--- config.mk ---
export PLATFORM = sky130hd
export DESIGN_NAME = imem_sync_flat
export DESIGN_NICKNAME = d
export VERILOG_FILES = /design/src/rtl/imem_pkg.sv /design/src/rtl/imem_sync_if.sv /design/src/rtl/imem_ram.sv /design/src/rtl/imem_sync.sv /design/src/flat_wrapper.sv
export SDC_FILE = /design/constraint.sdc
export NUM_CORES = 1
export LEC_CHECK = 0
export CORE_UTILIZATION = 59
export CTS_CLUSTER_SIZE = 12
export DETAILED_ROUTE_END_ITERATION = 6
export GPL_TIMING_DRIVEN = 1
export PLACE_DENSITY_LB_ADDON = 0.12
export SLEW_MARGIN = 40
export SYNTH_ARGS = -nofsm -noshare
export SYNTH_HDL_FRONTEND = slang
export SYNTH_SLANG_ARGS = --single-unit
--- constraint.sdc ---
create_clock -name clk -period 3.3 [get_ports clk]
set_input_delay 0.99 -clock clk [delete_from_list [all_inputs] [get_ports clk]]
set_output_delay 0.99 -clock clk [all_outputs]
set_load 0.02 [all_outputs]
--- src/rtl/imem_pkg.sv ---
// Shared types and constants for the synchronous instruction memory.
// The boot image is consumed only when IMEM_BOOT_EN is defined.
package imem_pkg;

    typedef enum logic [1:0] {
        IDLE = 2'd0,
        LOAD = 2'd1,
        RUN  = 2'd2,
        BOOT = 2'd3
    } state_e;

    localparam int BOOT_LEN = 6;

    localparam logic [15:0] BOOT_IMAGE [BOOT_LEN] = '{
        16'h8180, 16'h2CB2, 16'hDC67, 16'hDDD9, 16'hFDB1, 16'hC07B
    };

    function automatic int clog2(input int value);
        int res;
        res = 32'sd0;
        for (int i = 32'sd0; i < 32'sd31; i++) begin
            if ((32'sd1 << res) < value) begin
                res = res + 32'sd1;
            end else begin
                res = res;
            end
        end
        return res;
    endfunction

endpackage

--- src/rtl/imem_sync_if.sv ---
// Fetch and program-load bus of imem_sync; master = fetch stage/loader, slave = memory.
interface imem_sync_if #(
    parameter int DATA_W = 16,
    parameter int PC_W   = 16
);
    logic              fetch_req;
    logic [PC_W-1:0]   fetch_pc;
    logic              fetch_ready;
    logic              fetch_valid;
    logic [DATA_W-1:0] fetch_instr;
    logic              fetch_fault;
    logic              load_start;
    logic              load_valid;
    logic [DATA_W-1:0] load_data;
    logic              load_ready;
    logic              load_done;
    logic              busy;

    modport master (
        output fetch_req, fetch_pc, load_start, load_valid, load_data,
        input  fetch_ready, fetch_valid, fetch_instr, fetch_fault,
               load_ready, load_done, busy
    );

    modport slave (
        input  fetch_req, fetch_pc, load_start, load_valid, load_data,
        output fetch_ready, fetch_valid, fetch_instr, fetch_fault,
               load_ready, load_done, busy
    );
endinterface

--- src/rtl/imem_ram.sv ---
// DEPTH x DATA_W storage: one synchronous write port, one registered read port, no reset.
// With IMEM_BOOT_EN the array starts out holding the package boot image.
module imem_ram
    import imem_pkg::*;
#(
    parameter int DATA_W = 16,
    parameter int DEPTH  = 16,
    parameter int AW     = clog2(DEPTH)
) (
    input  logic              clk,
    input  logic              wr_en,
    input  logic [AW-1:0]     wr_addr,
    input  logic [DATA_W-1:0] wr_data,
    input  logic              rd_en,
    input  logic [AW-1:0]     rd_addr,
    output logic [DATA_W-1:0] rd_data
);
    typedef logic [DATA_W-1:0] mem_t [DEPTH];

`ifdef IMEM_BOOT_EN
    function automatic mem_t boot_init();
        mem_t img;
        for (int i = 32'sd0; i < DEPTH; i++) begin
            if (i < BOOT_LEN) begin
                img[i] = DATA_W'(BOOT_IMAGE[i]);
            end else begin
                img[i] = {DATA_W{1'b0}};
            end
        end
        return img;
    endfunction

    mem_t mem_q = boot_init();
`else
    mem_t mem_q;
`endif

    logic [DATA_W-1:0] rd_data_q;

    // Write port
    always_ff @(posedge clk) begin
        if (wr_en) begin
            mem_q[wr_addr] <= wr_data;
        end
    end

    // Read port: the output holds between enabled reads
    always_ff @(posedge clk) begin
        if (rd_en) begin
            rd_data_q <= mem_q[rd_addr];
        end
    end

    assign rd_data = rd_data_q;
endmodule

--- src/rtl/imem_sync.sv ---
// Synchronous instruction memory with a registered fetch port, a runtime load FSM and fault reporting.
// Define IMEM_BOOT_EN to preload the boot image and come out of reset ready to fetch.
module imem_sync
    import imem_pkg::*;
#(
    parameter int DATA_W   = 16,
    parameter int PC_W     = 16,
    parameter int DEPTH    = 16,
    parameter int PC_SHIFT = 2
) (
    input  logic       clk,
    input  logic       reset,
    imem_sync_if.slave bus
);
    localparam int AW = clog2(DEPTH);
    localparam int LW = PC_W + 1;
    // One extra bit so a memory covering the whole PC space does not wrap to 0
    localparam logic [LW-1:0] PC_LIMIT = LW'(DEPTH) << PC_SHIFT;

`ifdef IMEM_BOOT_EN
    localparam state_e RESET_STATE = BOOT;
    if (DATA_W != 16 || DEPTH < BOOT_LEN) begin : g_bad_boot
        $error("imem_sync: boot image needs DATA_W=16 and DEPTH>=6");
    end
`else
    localparam state_e RESET_STATE = IDLE;
`endif

    if (DEPTH < 2 || (DEPTH & (DEPTH - 1)) != 0) begin : g_bad_depth
        $error("imem_sync: DEPTH must be a power of two, at least 2");
    end

    state_e            state_q, state_d;
    logic [AW-1:0]     ptr_q, ptr_d;
    logic              done_q, done_d;
    logic              valid_q, valid_d;
    logic              fault_q, fault_d;
    logic              zero_q, zero_d;
    logic              fetch_ready_s, load_ready_s, busy_s, wr_en_s;
    logic              accept_s, range_fault_s, misalign_s, fault_s;
    logic [DATA_W-1:0] rd_data_s;

    if (PC_SHIFT > 0) begin : g_align
        assign misalign_s = |bus.fetch_pc[PC_SHIFT-1:0];
    end else begin : g_no_align
        assign misalign_s = 1'b0;
    end

    assign range_fault_s = {1'b0, bus.fetch_pc} >= PC_LIMIT;
    assign fault_s       = range_fault_s | misalign_s;
    assign accept_s      = bus.fetch_req & fetch_ready_s;

    imem_ram #(.DATA_W(DATA_W), .DEPTH(DEPTH), .AW(AW)) u_ram (
        .clk     (clk),
        .wr_en   (wr_en_s),
        .wr_addr (ptr_q),
        .wr_data (bus.load_data),
        .rd_en   (accept_s & ~fault_s),
        .rd_addr (bus.fetch_pc[PC_SHIFT +: AW]),
        .rd_data (rd_data_s)
    );

    // Load FSM: next state, write pointer and handshake decode
    always_comb begin
        state_d       = state_q;
        ptr_d         = ptr_q;
        done_d        = 1'b0;
        wr_en_s       = 1'b0;
        fetch_ready_s = 1'b0;
        load_ready_s  = 1'b0;
        busy_s        = 1'b0;
        case (state_q)
            IDLE: begin
                if (bus.load_start) begin
                    state_d = LOAD;
                    ptr_d   = {AW{1'b0}};
                end else begin
                    state_d = IDLE;
                end
            end
            LOAD: begin
                busy_s       = 1'b1;
                load_ready_s = 1'b1;
                if (bus.load_start) begin
                    ptr_d = {AW{1'b0}};
                end else if (bus.load_valid) begin
                    wr_en_s = 1'b1;
                    if (ptr_q == AW'(DEPTH - 1)) begin
                        ptr_d   = {AW{1'b0}};
                        state_d = RUN;
                        done_d  = 1'b1;
                    end else begin
                        ptr_d = ptr_q + AW'(1);
                    end
                end else begin
                    ptr_d = ptr_q;
                end
            end
            RUN, BOOT: begin
                fetch_ready_s = 1'b1;
                if (bus.load_start) begin
                    state_d = LOAD;
                    ptr_d   = {AW{1'b0}};
                end else begin
                    state_d = state_q;
                end
            end
            default: begin
                state_d = IDLE;
                ptr_d   = {AW{1'b0}};
            end
        endcase
    end

    // Fetch response: zero_q forces a NOP after reset or a faulting fetch
    always_comb begin
        valid_d = accept_s;
        fault_d = accept_s & fault_s;
        if (accept_s) begin
            zero_d = fault_s;
        end else begin
            zero_d = zero_q;
        end
    end

    // State and response registers
    always_ff @(posedge clk or posedge reset) begin
        if (reset) begin
            state_q <= RESET_STATE;
            ptr_q   <= {AW{1'b0}};
            done_q  <= 1'b0;
            valid_q <= 1'b0;
            fault_q <= 1'b0;
            zero_q  <= 1'b1;
        end else begin
            state_q <= state_d;
            ptr_q   <= ptr_d;
            done_q  <= done_d;
            valid_q <= valid_d;
            fault_q <= fault_d;
            zero_q  <= zero_d;
        end
    end

    assign bus.fetch_ready = fetch_ready_s;
    assign bus.load_ready  = load_ready_s;
    assign bus.busy        = busy_s;
    assign bus.load_done   = done_q;
    assign bus.fetch_valid = valid_q;
    assign bus.fetch_fault = fault_q;
    assign bus.fetch_instr = zero_q ? {DATA_W{1'b0}} : rd_data_s;
endmodule

--- src/flat_wrapper.sv ---
// flat-port wrapper written by rule: the top's interface ports become plain ports
module imem_sync_flat import imem_pkg::*;
#(
    parameter int DATA_W   = 16,
    parameter int PC_W     = 16,
    parameter int DEPTH    = 16,
    parameter int PC_SHIFT = 2
)
  (clk, reset, bus_fetch_req, bus_fetch_pc, bus_load_start, bus_load_valid, bus_load_data, bus_fetch_ready, bus_fetch_valid, bus_fetch_instr, bus_fetch_fault, bus_load_ready, bus_load_done, bus_busy);
  imem_sync_if #(.DATA_W(DATA_W), .PC_W(PC_W)) bus_i ();
  input  logic clk;
  input  logic reset;
  input wire logic [$bits(bus_i.fetch_req)-1:0] bus_fetch_req;
  input wire logic [$bits(bus_i.fetch_pc)-1:0] bus_fetch_pc;
  input wire logic [$bits(bus_i.load_start)-1:0] bus_load_start;
  input wire logic [$bits(bus_i.load_valid)-1:0] bus_load_valid;
  input wire logic [$bits(bus_i.load_data)-1:0] bus_load_data;
  output wire logic [$bits(bus_i.fetch_ready)-1:0] bus_fetch_ready;
  output wire logic [$bits(bus_i.fetch_valid)-1:0] bus_fetch_valid;
  output wire logic [$bits(bus_i.fetch_instr)-1:0] bus_fetch_instr;
  output wire logic [$bits(bus_i.fetch_fault)-1:0] bus_fetch_fault;
  output wire logic [$bits(bus_i.load_ready)-1:0] bus_load_ready;
  output wire logic [$bits(bus_i.load_done)-1:0] bus_load_done;
  output wire logic [$bits(bus_i.busy)-1:0] bus_busy;
  assign bus_i.fetch_req = bus_fetch_req;
  assign bus_i.fetch_pc = bus_fetch_pc;
  assign bus_i.load_start = bus_load_start;
  assign bus_i.load_valid = bus_load_valid;
  assign bus_i.load_data = bus_load_data;
  assign bus_fetch_ready = bus_i.fetch_ready;
  assign bus_fetch_valid = bus_i.fetch_valid;
  assign bus_fetch_instr = bus_i.fetch_instr;
  assign bus_fetch_fault = bus_i.fetch_fault;
  assign bus_load_ready = bus_i.load_ready;
  assign bus_load_done = bus_i.load_done;
  assign bus_busy = bus_i.busy;
  imem_sync #(.DATA_W(DATA_W), .PC_W(PC_W), .DEPTH(DEPTH), .PC_SHIFT(PC_SHIFT)) u_core (.clk(clk), .reset(reset), .bus(bus_i));
endmodule
==> results.cfg <==
[routing]
drcViolationCount = 0
antenna_violating_nets_post_route = 0
drt-total-wl_um = 23700
detailroute.via_count = 5271
drt-pass1-iter-count = 5
detailedRoute.firstIterationViolations = 476
wl_per_cell_um = 28.5
drt-vias-per-instance = 6.34

[worst_setup_path]
critical_path.n_buffers_inverters = 1
timing.critical_path.arrival_ns = 2.12
worst_reg2reg_path_endpoint = u_core.u_ram.mem_q[3][3]
cpPeakStageDelay_ns = 0.82
crit_path_start_kind = register
critical_path.slowest_cell = dfstp_2
cp.depth = 2
critPathCaptureType = output pin
timing.critical_path.cells = nor2b_1 > clkdlybuf4s50_1
critical_path_peak_fanout = 17
worstSetupPathType = reg -> out
timing.critical_path.required_ns = 2.31
reg2reg_from = u_core.state_q[1]
timing.reg2reg.setup_slack_ns = 1.42
r2r_cells = 4
cell_class_contributing_the_biggest_share_of_worst_path_delay = flip-flops

[placement]
place_worst_setup_slack_ns = 0.329
port-buffer-count = 58
finalWeightedCongestion = 0.860
dpl.hpwl_um = 15100
dpl-instance-area_um2 = 11800
placed_cells_incl_taps = 786

[cells_and_area]
most_common_library_cell_in_the_layout_ignoring_fill_and_taps = edfxtp_1
num-fill-cells = 1097
post-route-util = 0.701
drive_above_1_share = 0.222
final_cell_count_no_fill = 832
design.final.nets = 628
synthToLayoutAreaGrowth_pct = 16.6
layout_common_cells = 272 x edfxtp_1, 55 x clkdlybuf4s50_1, 54 x mux4_2, 32 x a22oi_1, 29 x clkbuf_16
antenna_cells = 0
final_instance_area_um2 = 12600

[yosys]
unique_masters_post_synth = 33
net_count_of_the_mapped_netlist = 538
synthesis.area_per_instance_um2 = 21.7
synth-async-reset-ratio = 0.0355
postSynth.topFlopCell = edfxtp_1
synth.yosys.seq_area_share = 0.780
synth_cells = 497
count_of_state_elements_after_synthesis = 282
synth-edff-count = 272
post_synth_instance_area_um2 = 10800
ys_warn_count = 0

[run_status]
status = finished clean

[clock_tree]
hold_buffers = 0
worstSkewPairLatency_ns = 0.53
clock_path_buffers = 3
tritoncts = built
cts_buffers = 28
post_cts.resized_instances = 0
htreeDepth = 1
cts_num_sinks = 282
path_clk_slew_ns = 0.06
cts.root.buffer_cell = clkbuf_16
cts_setup_buffers = 0

[timing]
hold_violations = 0
rsz_0062_raised_after_global_routing = no
finalWorstSetupSlack_ns = 0.194
timing.setup.tns_ns = 0
clock.fmax_mhz = 322
drv_slew = 0
setup_violations = 0
timing.slew.headroom = 0.435
timing.hold.ws_ns = 0.664
fin_crit_ns = 3.11
tightestPinTransition_ns = 0.845
skew_ns = 0.00839
min_period_over_period = 0.941

[global_routing]
grt_pass1_vias = 5168
globalRouteOverflowTotal = 0
grt_first_pass_wirelength_um = 33900
grt_antenna_before_repair = 0
track_usage = 0.266
pin_count_of_the_biggest_net_entering_global_routing = 33

[min_path]
min_from = u_core.ptr_q[1]
hold-path-cell-count = 2
hp-class = reg -> reg
min_to = u_core.ptr_q[1]

[floorplanning]
row_count = 49
core_area_um2 = 18000
die_h_um = 137
die_x_um = 137
pin_count = 59
start_util = 0.601
die-area_um2 = 18800

[pwr]
peakVddDrop_uv = 501
cellPowerDensity_nw_per_um2 = 570
p_total_mw = 7.17
total_leakage_power_nw = 4.09

[flow_run]
max-cap-violations = 0
==> worst max path at each step <==
stage	start	to	slack [ns]
finish	u_core.zero_q	bus_fetch_instr[6]	0.19
detailed placement	bus_load_start	u_core.u_ram.mem_q[3][2]	0.33
global route	u_core.zero_q	bus_fetch_instr[14]	0.14
floorplan	bus_load_start	u_core.u_ram.mem_q[3][0]	0.30
CTS	u_core.zero_q	bus_fetch_instr[6]	0.18
global placement	bus_load_start	u_core.u_ram.mem_q[3][2]	0.41
==> kinds of logic (layout without fill, tap and decap cells) <==
family,count (synthesis),in the layout,share of synthesized area
XOR/XNOR,2,2,0.00162
multiplexers,66,66,0.139
adder cells (fa/ha/maj),4,4,0.00464
buffers and inverters,31,137,0.0153
AO/OA/AOI/OAI,38,38,0.0258
AND/OR/NAND/NOR,74,74,0.0338
flip-flops,282,282,0.780
==> synth_stat cells (all sizes together), types with 4 or more instances <==
master / instances / area, um2
a22oi: 32 / 240
edfxtp: 272 / 8170
nor3: 4 / 20.0
nand2: 23 / 86.3
clkbuf: 9 / 33.8
nor2b: 19 / 119
dfrtp: 9 / 225
nor2: 18 / 67.6
buf: 16 / 109
inv: 6 / 22.5
mux4: 64 / 1480
ha: 4 / 50.1
==> flip-flops by register name, indices dropped and copies added (netlist names) <==
name and flops:
u_core.bus.fetch_fault 1, u_core.zero_q 1, u_core.bus.load_done 1, u_core.u_ram.mem_q 256, u_core.ptr_q 4, u_core.state_q 2
u_core.bus.fetch_valid 1, u_core.u_ram.rd_data 16
==> layout make-up <==
class,count,area (um2),area share
tap,229,287,0.0228
sequential,282,8420,0.669
clock buffer,42,774,0.0615
timing repair buffer,85,808,0.0642
multi-input combinational,184,2260,0.180
inverter,6,22.5,0.00179
clock inverter,4,16.3,0.00129
==> power breakdown <==
part	total, mW	switching (mW)	leakage (nW)	internal (mW)
registers	3.98	0.0182	2.58	3.96
clock network	2.80	1.20	0.381	1.60
logic	0.397	0.229	1.13	0.168
total	7.17	1.45	4.09	5.73
==> per-layer routing <==
metal,vias to the layer above,part of all wire,track usage
li1,2238,-,-
met1,2779,0.42,0.385
met2,217,0.48,0.412
met3,37,0.069,0.0475
met4,0,0.032,0.102
met5,-,0,0
==> worst reg2reg max path, cell delays in order (launching register included) <==
cell      delay [ns]
dfrtp_1         0.47
and4bb_2        0.38
nand2_1         0.24
nor3_2          0.19
buf_4           0.28
Note: power is estimated with default switching activity, not from simulation.
